[src/rtl/game_pkg.sv]
// Shared screen-controller types and defaults.
package game_pkg;

  typedef enum logic [1:0] {
    MENU  = 2'd0,
    START = 2'd1,
    GAME  = 2'd2,
    OVER  = 2'd3
  } screen_e;

  localparam int unsigned GAMEOVER_FRAMES_DEF = 180;
  localparam int unsigned START_FRAMES_DEF    = 1;

endpackage

[src/rtl/edge_detect.sv]
// Registered single-bit rising-edge detector.
module edge_detect #(
  // History value after reset; 1 suppresses an "edge" from a level already high at reset release.
  parameter logic INIT = 1'b0
) (
  input  logic clk,
  input  logic rst,
  input  logic d,
  output logic pulse
);

  logic d_q;

  always_ff @(posedge clk or posedge rst) begin
    if (rst) begin
      d_q   <= INIT;
      pulse <= 1'b0;
    end else begin
      d_q   <= d;
      pulse <= d & ~d_q;
    end
  end

endmodule

[src/rtl/screen_ctrl.sv]
// Frame-synchronous screen sequencer: MENU -> START -> GAME -> OVER -> MENU.
module screen_ctrl
  import game_pkg::*;
#(
  parameter int unsigned GAMEOVER_FRAMES = GAMEOVER_FRAMES_DEF,
  parameter int unsigned START_FRAMES    = START_FRAMES_DEF
) (
  input  logic       clk,
  input  logic       rst,
  input  logic       vsync_in,
  input  logic       start_btn,
  input  logic       game_end,
  output logic [1:0] screen_sel,
  output logic       menu_en,
  output logic       game_en,
  output logic       game_rst,
  output logic       frame_tick
);

  localparam logic [7:0] StartLast = 8'(START_FRAMES - 1);
  localparam logic [7:0] OverLast  = 8'(GAMEOVER_FRAMES - 1);

  screen_e    state_q, state_d;
  logic       start_pulse;
  logic       start_req_q, start_req_d;
  logic       end_req_q, end_req_d;
  logic [7:0] frame_cnt_q, frame_cnt_d;
  logic       leave;

  edge_detect #(.INIT(1'b0)) u_vsync_edge (
    .clk   (clk),
    .rst   (rst),
    .d     (vsync_in),
    .pulse (frame_tick)
  );

  // A button held through reset must not count as a fresh press.
  edge_detect #(.INIT(1'b1)) u_start_edge (
    .clk   (clk),
    .rst   (rst),
    .d     (start_btn),
    .pulse (start_pulse)
  );

  always_comb begin
    state_d = state_q;
    if (frame_tick) begin
      case (state_q)
        MENU:    if (start_req_q) state_d = START;
        START:   if (frame_cnt_q >= StartLast) state_d = GAME;
        GAME:    if (end_req_q) state_d = OVER;
        OVER:    if (frame_cnt_q >= OverLast) state_d = MENU;
        default: state_d = MENU;
      endcase
    end
  end

  always_comb begin
    leave       = (state_d != state_q);
    frame_cnt_d = frame_cnt_q;
    if (leave) begin
      frame_cnt_d = 8'd0;
    end else if (frame_tick && (frame_cnt_q != 8'hFF)) begin
      frame_cnt_d = frame_cnt_q + 8'd1;
    end
    // Requests only accumulate in their own state and drop on exit.
    start_req_d = ((state_q == MENU) && !leave) ? (start_req_q | start_pulse) : 1'b0;
    end_req_d   = ((state_q == GAME) && !leave) ? (end_req_q | game_end) : 1'b0;
  end

  always_ff @(posedge clk or posedge rst) begin
    if (rst) begin
      state_q     <= MENU;
      start_req_q <= 1'b0;
      end_req_q   <= 1'b0;
      frame_cnt_q <= 8'd0;
      screen_sel  <= 2'd0;
      menu_en     <= 1'b1;
      game_en     <= 1'b0;
      game_rst    <= 1'b0;
    end else begin
      state_q     <= state_d;
      start_req_q <= start_req_d;
      end_req_q   <= end_req_d;
      frame_cnt_q <= frame_cnt_d;
      screen_sel  <= state_d;
      menu_en     <= (state_d == MENU);
      game_en     <= (state_d != MENU);
      game_rst    <= (state_q == MENU) && (state_d == START);
    end
  end

endmodule

[config.mk]
export PLATFORM = sky130hd
export DESIGN_NAME = screen_ctrl
export DESIGN_NICKNAME = d
export VERILOG_FILES = /design/src/rtl/game_pkg.sv /design/src/rtl/edge_detect.sv /design/src/rtl/screen_ctrl.sv
export SDC_FILE = /design/constraint.sdc
export NUM_CORES = 1
export LEC_CHECK = 0
export ABC_CLOCK_PERIOD_IN_PS = 1700
export BUFFER_PORTS_ARGS = -buffer_cell sky130_fd_sc_hd__buf_4
export CAP_MARGIN = 20
export CORE_MARGIN = 2
export CORE_UTILIZATION = 30
export DETAILED_ROUTE_END_ITERATION = 10
export GPL_TIMING_DRIVEN = 0
export PLACE_DENSITY_LB_ADDON = 0.08
export SETUP_SLACK_MARGIN = 0.15
export SLEW_MARGIN = 5
export SYNTH_ARGS = -nofsm -noshare
export SYNTH_HDL_FRONTEND = slang
export SYNTH_SLANG_ARGS = --single-unit
[constraint.sdc]
create_clock -name clk -period 1.7 [get_ports clk]
set_input_delay 0.34 -clock clk [delete_from_list [all_inputs] [get_ports clk]]
set_output_delay 0.34 -clock clk [all_outputs]
set_load 0.01 [all_outputs]
**Word-level counts from Yosys, hierarchy flattened**

Cells that the tools add are included.

- Bits in registers: 19
- Logic and storage cells: 45

- Multiplexer cells: 10
- Reduce and logical (&&, ||, !) cells: 9
- Magnitude comparators: 2
- Add/subtract/negate cells: 1
- Eq/ne operators: 6
- Bitwise gates (word level): 6

Operator list:

| operator | count |
|---|---|
| $mux 8 | 2 |
| $mux 2 | 5 |
| $add 8x1->8 const B | 1 |
| $ge 8x1->1 const B | 1 |
| $ge 8x8->1 const B | 1 |
| $ne 8x8->1 const B | 1 |
| $pmux 2 s4 | 1 |
| $eq 2x1->1 const B | 2 |
| $eq 2x2->1 const B | 2 |
| $logic_and 1x1->1 | 4 |
| $logic_not 2->1 | 2 |
| $reduce_bool 2->1 | 2 |
| $and 1x1->1 | 2 |
| $mux 1 | 2 |
| $ne 2x2->1 | 1 |
| $not 1->1 | 2 |
| $or 1x1->1 | 2 |
| $logic_not 1->1 | 1 |

**Depth between registers and ports, before layout**

- Depth in word-level cells: 8
- Depth in mapped cells: 5
- Depth with buffers taken out: 5

**Hierarchy**

A second synthesis with hierarchy kept.

- Cells, all modules: 89
- Area, all modules: 928.4 µm²

Modules (own cells, without submodules):

| module | cells each | area an instance (µm²) | seq. area each (µm²) | instances |
|---|---|---|---|---|
| screen_ctrl | 81 | 792.0 | 376.6 | 1 |
| edge_detect (u_start_edge) | 4 | 68.8 | 51.3 | 1 |
| edge_detect (u_vsync_edge) | 4 | 67.6 | 50.0 | 1 |

**Worst setup path before layout**

Ideal clock, no wire load.

- Path kind: register to register
- From: register frame_cnt_q[0]
- To: register end_req_q
- Arrival: 1.391 ns
- Setup time: 0.132 ns
- Path buffers: 0
- Slack: 0.176 ns
- Data required time: 1.568 ns
- Cell stages (with the launch flop): 6
- Cells stage by stage: dfrtp_1 ha_1 nor3_1 o311a_4 a21oi_4 nor4b_2

- Longest elaborated chain between the ends: 8
- Elaborated cells between the ends (all ways): 10
- Classes of those cells: order compare (2); eq/ne (1); mux (5); reduce/logical (2)

RTL lines:

| what | RTL line | source |
|---|---|---|
| start, declared | screen_ctrl.sv:27 | `logic [7:0] frame_cnt_q, frame_cnt_d;` |
| start signal, assigned | screen_ctrl.sv:85 | `frame_cnt_q <= frame_cnt_d;` |
| $ge 8x8->1 or $ge 8x1->1 (tied branches) | screen_ctrl.sv:52, screen_ctrl.sv:50 |  |
| $mux 2, on equally long branches | screen_ctrl.sv:52, screen_ctrl.sv:50 |  |
| $pmux 2 s4 (*) | screen_ctrl.sv:48 | `case (state_q)` |
| $mux 2 (*) | screen_ctrl.sv:47 | `if (frame_tick) begin` |
| $ne 2x2->1 (*) | screen_ctrl.sv:59 | `leave = (state_d != state_q);` |
| $logic_not 1->1 (*) | screen_ctrl.sv:68 | `end_req_d = ((state_q == GAME) && !leave) ? (end_req_q \| game_end) : 1'b0;` |
| $logic_and 1x1->1 (*) | screen_ctrl.sv:68 |  |
| $mux 1 (*) | screen_ctrl.sv:68 |  |
| net end_req_d | screen_ctrl.sv:26 | `logic end_req_q, end_req_d;` |
| end signal, assigned | screen_ctrl.sv:84 | `end_req_q <= end_req_d;` |
| end, declared | screen_ctrl.sv:26 |  |

Mark *: on every way through the listed nets, which the timed path passes. The rest lies on a longest branch.
A chain may end at the register's enable or synchronous reset.

**Worst setup path in the final report**

- From: register state_q[1]
- To: register end_req_q

- Longest elaborated chain between the ends: 7
- Elaborated cells between the ends (all ways): 14
- Classes of those cells: eq/ne (4); mux (7); reduce/logical (3)

RTL lines:

| what | RTL line | source |
|---|---|---|
| start, declared | screen_ctrl.sv:23 | `screen_e state_q, state_d;` |
| start signal, assigned | screen_ctrl.sv:82 | `state_q <= state_d;` |
| $eq 2x2->1, or another cell as far along | screen_ctrl.sv:48 |  |
| $pmux 2 s4 | screen_ctrl.sv:48 |  |
| $mux 2 | screen_ctrl.sv:47 |  |
| $ne 2x2->1 | screen_ctrl.sv:59 |  |
| $logic_not 1->1 | screen_ctrl.sv:68 |  |
| $logic_and 1x1->1 (*) | screen_ctrl.sv:68 |  |
| $mux 1 (*) | screen_ctrl.sv:68 |  |
| net end_req_d | screen_ctrl.sv:26 |  |

Marks and branches as above.

==> flow_summary_export.csv <==
group,metric,value,unit
worst_setup_path,cp-startpoint,"state_q[1]$_DFF_PP0_",
yosys,synth_enable_flop_cells,0,
yosys,ys.flop_type,"dfrtp_1",
final_layout,final_area,0.00114,sq mm
grt,grtUsageTotal,12.0,%
job,drv_cap,0,
power_and_ir_drop,irDropWorstVdd,0.737,mV
grt,grt_pass1_vias,717,
drt,initialDrtViolationCount,5,
run_status,status,"complete, no violations",
sta,fin_crit_sh,87.7,%
sta,tightest_slew,0.708,ns
power_and_ir_drop,internal-power,971,uW
worst_setup_path,crit_required,1.91,ns
power_and_ir_drop,finalPower,1480,uW
worst_setup_path,r2r-end,"end_req_q$_DFF_PP0_",
drt,remaining_drc_errors,0,
worst_setup_path,cp_num_buf_inv,2,
placed_design,gp_congestion,0.758,
worst_setup_path,crit_chain,"buf_6 > mux2_4 > o21ai_4 > a21oi_4 > buf_6 > nor4b_4",
power_and_ir_drop,p_clk_share,15.5,%
final_layout,fillerInstances,260,
yosys,yosys_warnings,0,
power_and_ir_drop,p_leak,0.000482,uW
sta,hold_violations,0,
floorplan,ios,11,
power_and_ir_drop,power.density,1290,mW/mm^2
final_layout,post-route-util,41.0,%
power_and_ir_drop,power.share.sequential,43.6,%
floorplan,die_y,58.6,microns
final_layout,antenna_cells,0,
floorplan,fp.dieW,58.6,microns
placed_design,io_buffer_count,10,
floorplan,rows,19,
yosys,synthCells,82,
drt,ant_nets,0,
worst_setup_path,worstPathArrival,1.70,ns
sta,slew_headroom,52.8,%
yosys,yosysUniqueCellTypes,31,
yosys,yosysSeqAreaShare,53.5,%
power_and_ir_drop,switching_share,34.2,%
yosys,synth_top_area_cell,"dfrtp_1",
grt,grt_max_degree,20,
cts,cts_tree,"built",
yosys,syn-mean-instance-area,10.9,sq um
worst_setup_path,critPathMaxFanout,7,
drt,routed_wl,1760,microns
cts,clock_latency,0.30,ns
worst_setup_path,startpoint_type,"flip-flop",
sta,fmax,671,MHz
worst_setup_path,slowest_delay,0.40,ns
cts,clk_pin_slew,0.11,ns
final_layout,area.growth.synth_to_final,27.7,%
sta,clock_skew,0.00887,ns
worst_hold_path,hold_path.class,"input port to async pin",
sta,setup_violations,0,
cts,cts_sinks,19,
worst_setup_path,crit_path_end_kind,"flip-flop",
yosys,synth_area_leaders,"dfrtp_1 48%, dfstp_2 5.9%, nor2_1 4.2%",
worst_setup_path,r2r_start,"state_q[1]$_DFF_PP0_",
floorplan,dieArea,0.00343,sq mm
worst_setup_path,critPathMostFrequentCell,"buf_6",
sta,rsz0062_at_grt,"yes",
worst_setup_path,worstSetupPathType,"flip-flop to flip-flop",
sta,period_minus_slack,1.49,ns
placed_design,placed_area,0.00101,sq mm
worst_setup_path,rr_worst_depth,6,
drt,wl_per_cell,13.1,microns
floorplan,start_util,32.1,%
worst_setup_path,critical_path.top_delay_family,"flip-flops",
floorplan,core_area,0.00278,sq mm
yosys,syn-num-nets,88,
final_layout,drive_gt1_share,35.9,%
sta,slew_viol_final,0,
worst_setup_path,cpMaxStageDelayCell,"dfrtp_1",
placed_design,post-dp-hpwl,1190,microns
grt,grt_pass1_wl,3110,microns
worst_setup_path,crit_cells,6,
power_and_ir_drop,switchingPower,504,uW
worst_setup_path,r2r_slack,0.21,ns
cts,h-tree-depth,1,
yosys,synth-seq-cells,19,
power_and_ir_drop,combinationalPowerShare,40.8,%
drt,vias,711,
yosys,async_flop_share,100,%
grt,grt_overflow_total,0,
yosys,synthesis.area,893,sq um
drt,dr.pass1.iters,4,
final_layout,nets,110,
drt,viasPerCell,5.31,
yosys,netlist.area_leader.share,47.6,%
cts,cts_buffer_depth,2,
worst_setup_path,cp-endpoint,"end_req_q$_DFF_PP0_",
cts,cts_buffers,3,
cts,postCtsHoldBufs,0,
cts,root_buffer,"clkbuf_4",
grt,antenna_found_initial,0,
synthesized netlist by cell type, types with 2 or more instances:
cell type and n:
buf_2 2, nor3_1 3, xor2_1 2, dfrtp_1 17, inv_1 2, o21ai_0 2
nor2_1 10, dfstp_2 2, a211oi_1 3, nand2_1 5, nor2b_1 3, a21oi_1 6
and3_1 2, nand3_1 3, nand4_1 4
repair_timing:
action                                  in CTS  in global routing
resized for setup                            2                  5
pin swaps                                    2                  3
endpoints found under the setup margin      12                 10
buffers inserted                             3                  4
metal layers:
layer,up-vias,wire length (microns),GRT usage (%)
met5,-,0,0
met2,16,817,18.5
met3,4,66,3.96
li1,339,-,-
met4,0,23,4.22
met1,352,855,15.9
per-stage QoR:
stage / hold WS [ns] / TNS, ns / cells / setup slack (ns)
final: 0.144 / 0 / 134 / 0.210
after global routing: 0.114 / 0 / 134 / 0.139
after CTS: 0.132 / 0 / 130 / 0.154
after detailed placement: 0.394 / -0.000907 / 123 / -0.000907
after global placement: 0.387 / 0 / 123 / 0.000202
after floorplan: 0.290 / 0 / 82 / 0.176
cell usage in the layout (no fill, tap or decap), types with 3 or more instances in the layout:
cell / netlist / routed
dfrtp_1: 17 / 17
clkbuf_4: 0 / 3
nand3_1: 3 / 3
nand4_1: 4 / 4
nor2b_1: 3 / 3
a21oi_1: 6 / 6
nand2_1: 5 / 5
buf_4: 0 / 15
nor2_1: 10 / 10
logic make-up (layout without fill, tap and decap cells):
| logic type | Yosys count | count (layout) | synth area share, % |
|---|---|---|---|
| AOI/OAI and AO/OA | 18 | 18 | 16.4 |
| xor gates and xnor gates | 2 | 2 | 1.96 |
| adders and majority gates | 1 | 1 | 1.40 |
| buffers and inverters | 5 | 26 | 3.22 |
| DFF | 19 | 19 | 53.5 |
| muxes | 1 | 1 | 1.68 |
| and+or+nand+nor | 36 | 36 | 21.8 |
flip-flops by register name, summed over array words and instances, names as in the netlist:
name and flops:
u_start_edge.pulse 1, menu_en 1, end_req_q 1, frame_cnt_q 8, state_q 2, game_en 1
u_vsync_edge.d_q 1, start_req_q 1, game_rst 1, u_start_edge.d_q 1, u_vsync_edge.pulse 1
worst reg2reg max path, delay by kind of cell (launching register included):
| family | cells | cell delay [ns] |
|---|---|---|
| buf+inv | 2 | 0.27 |
| compound gates | 2 | 0.23 |
| simple gates | 1 | 0.20 |
| mux | 1 | 0.31 |
| flops | 1 | 0.40 |
area by class of cell:
class,count,area [sq um],share of cell area (%)
inverters,2,7.51,0.658
repair buffers,17,144,12.6
well taps,31,38.8,3.40
flip-flops and latches,19,478,41.9
plain buffers,3,21.3,1.86
clock buffers,4,26.3,2.30
multi-input cells,58,425,37.3
power by group through the flow:
stage | sequential, uW | combinational (uW) | clock, uW
detailed placement | 645 | 441 | 0
finish | 644 | 603 | 229
global placement | 642 | 439 | 0
global route | 656 | 676 | 269
floorplan | 646 | 310 | 0
CTS | 634 | 503 | 244
worst min-delay path by stage:
stage,from,to,slack (ns)
2_1_floorplan,rst,end_req_q$_DFF_PP0_,0.29
3_3_place_gp,u_vsync_edge.d_q$_DFF_PP0_,u_vsync_edge.pulse$_DFF_PP0_,0.39
3_5_place_dp,u_vsync_edge.d_q$_DFF_PP0_,u_vsync_edge.pulse$_DFF_PP0_,0.39
4_1_cts,start_btn,u_start_edge.d_q$_DFF_PP1_,0.13
5_1_grt,start_btn,u_start_edge.d_q$_DFF_PP1_,0.11
6_report,rst,frame_cnt_q[2]$_DFFE_PP0P_,0.14
Note: power is estimated with default switching activity, not from simulation.
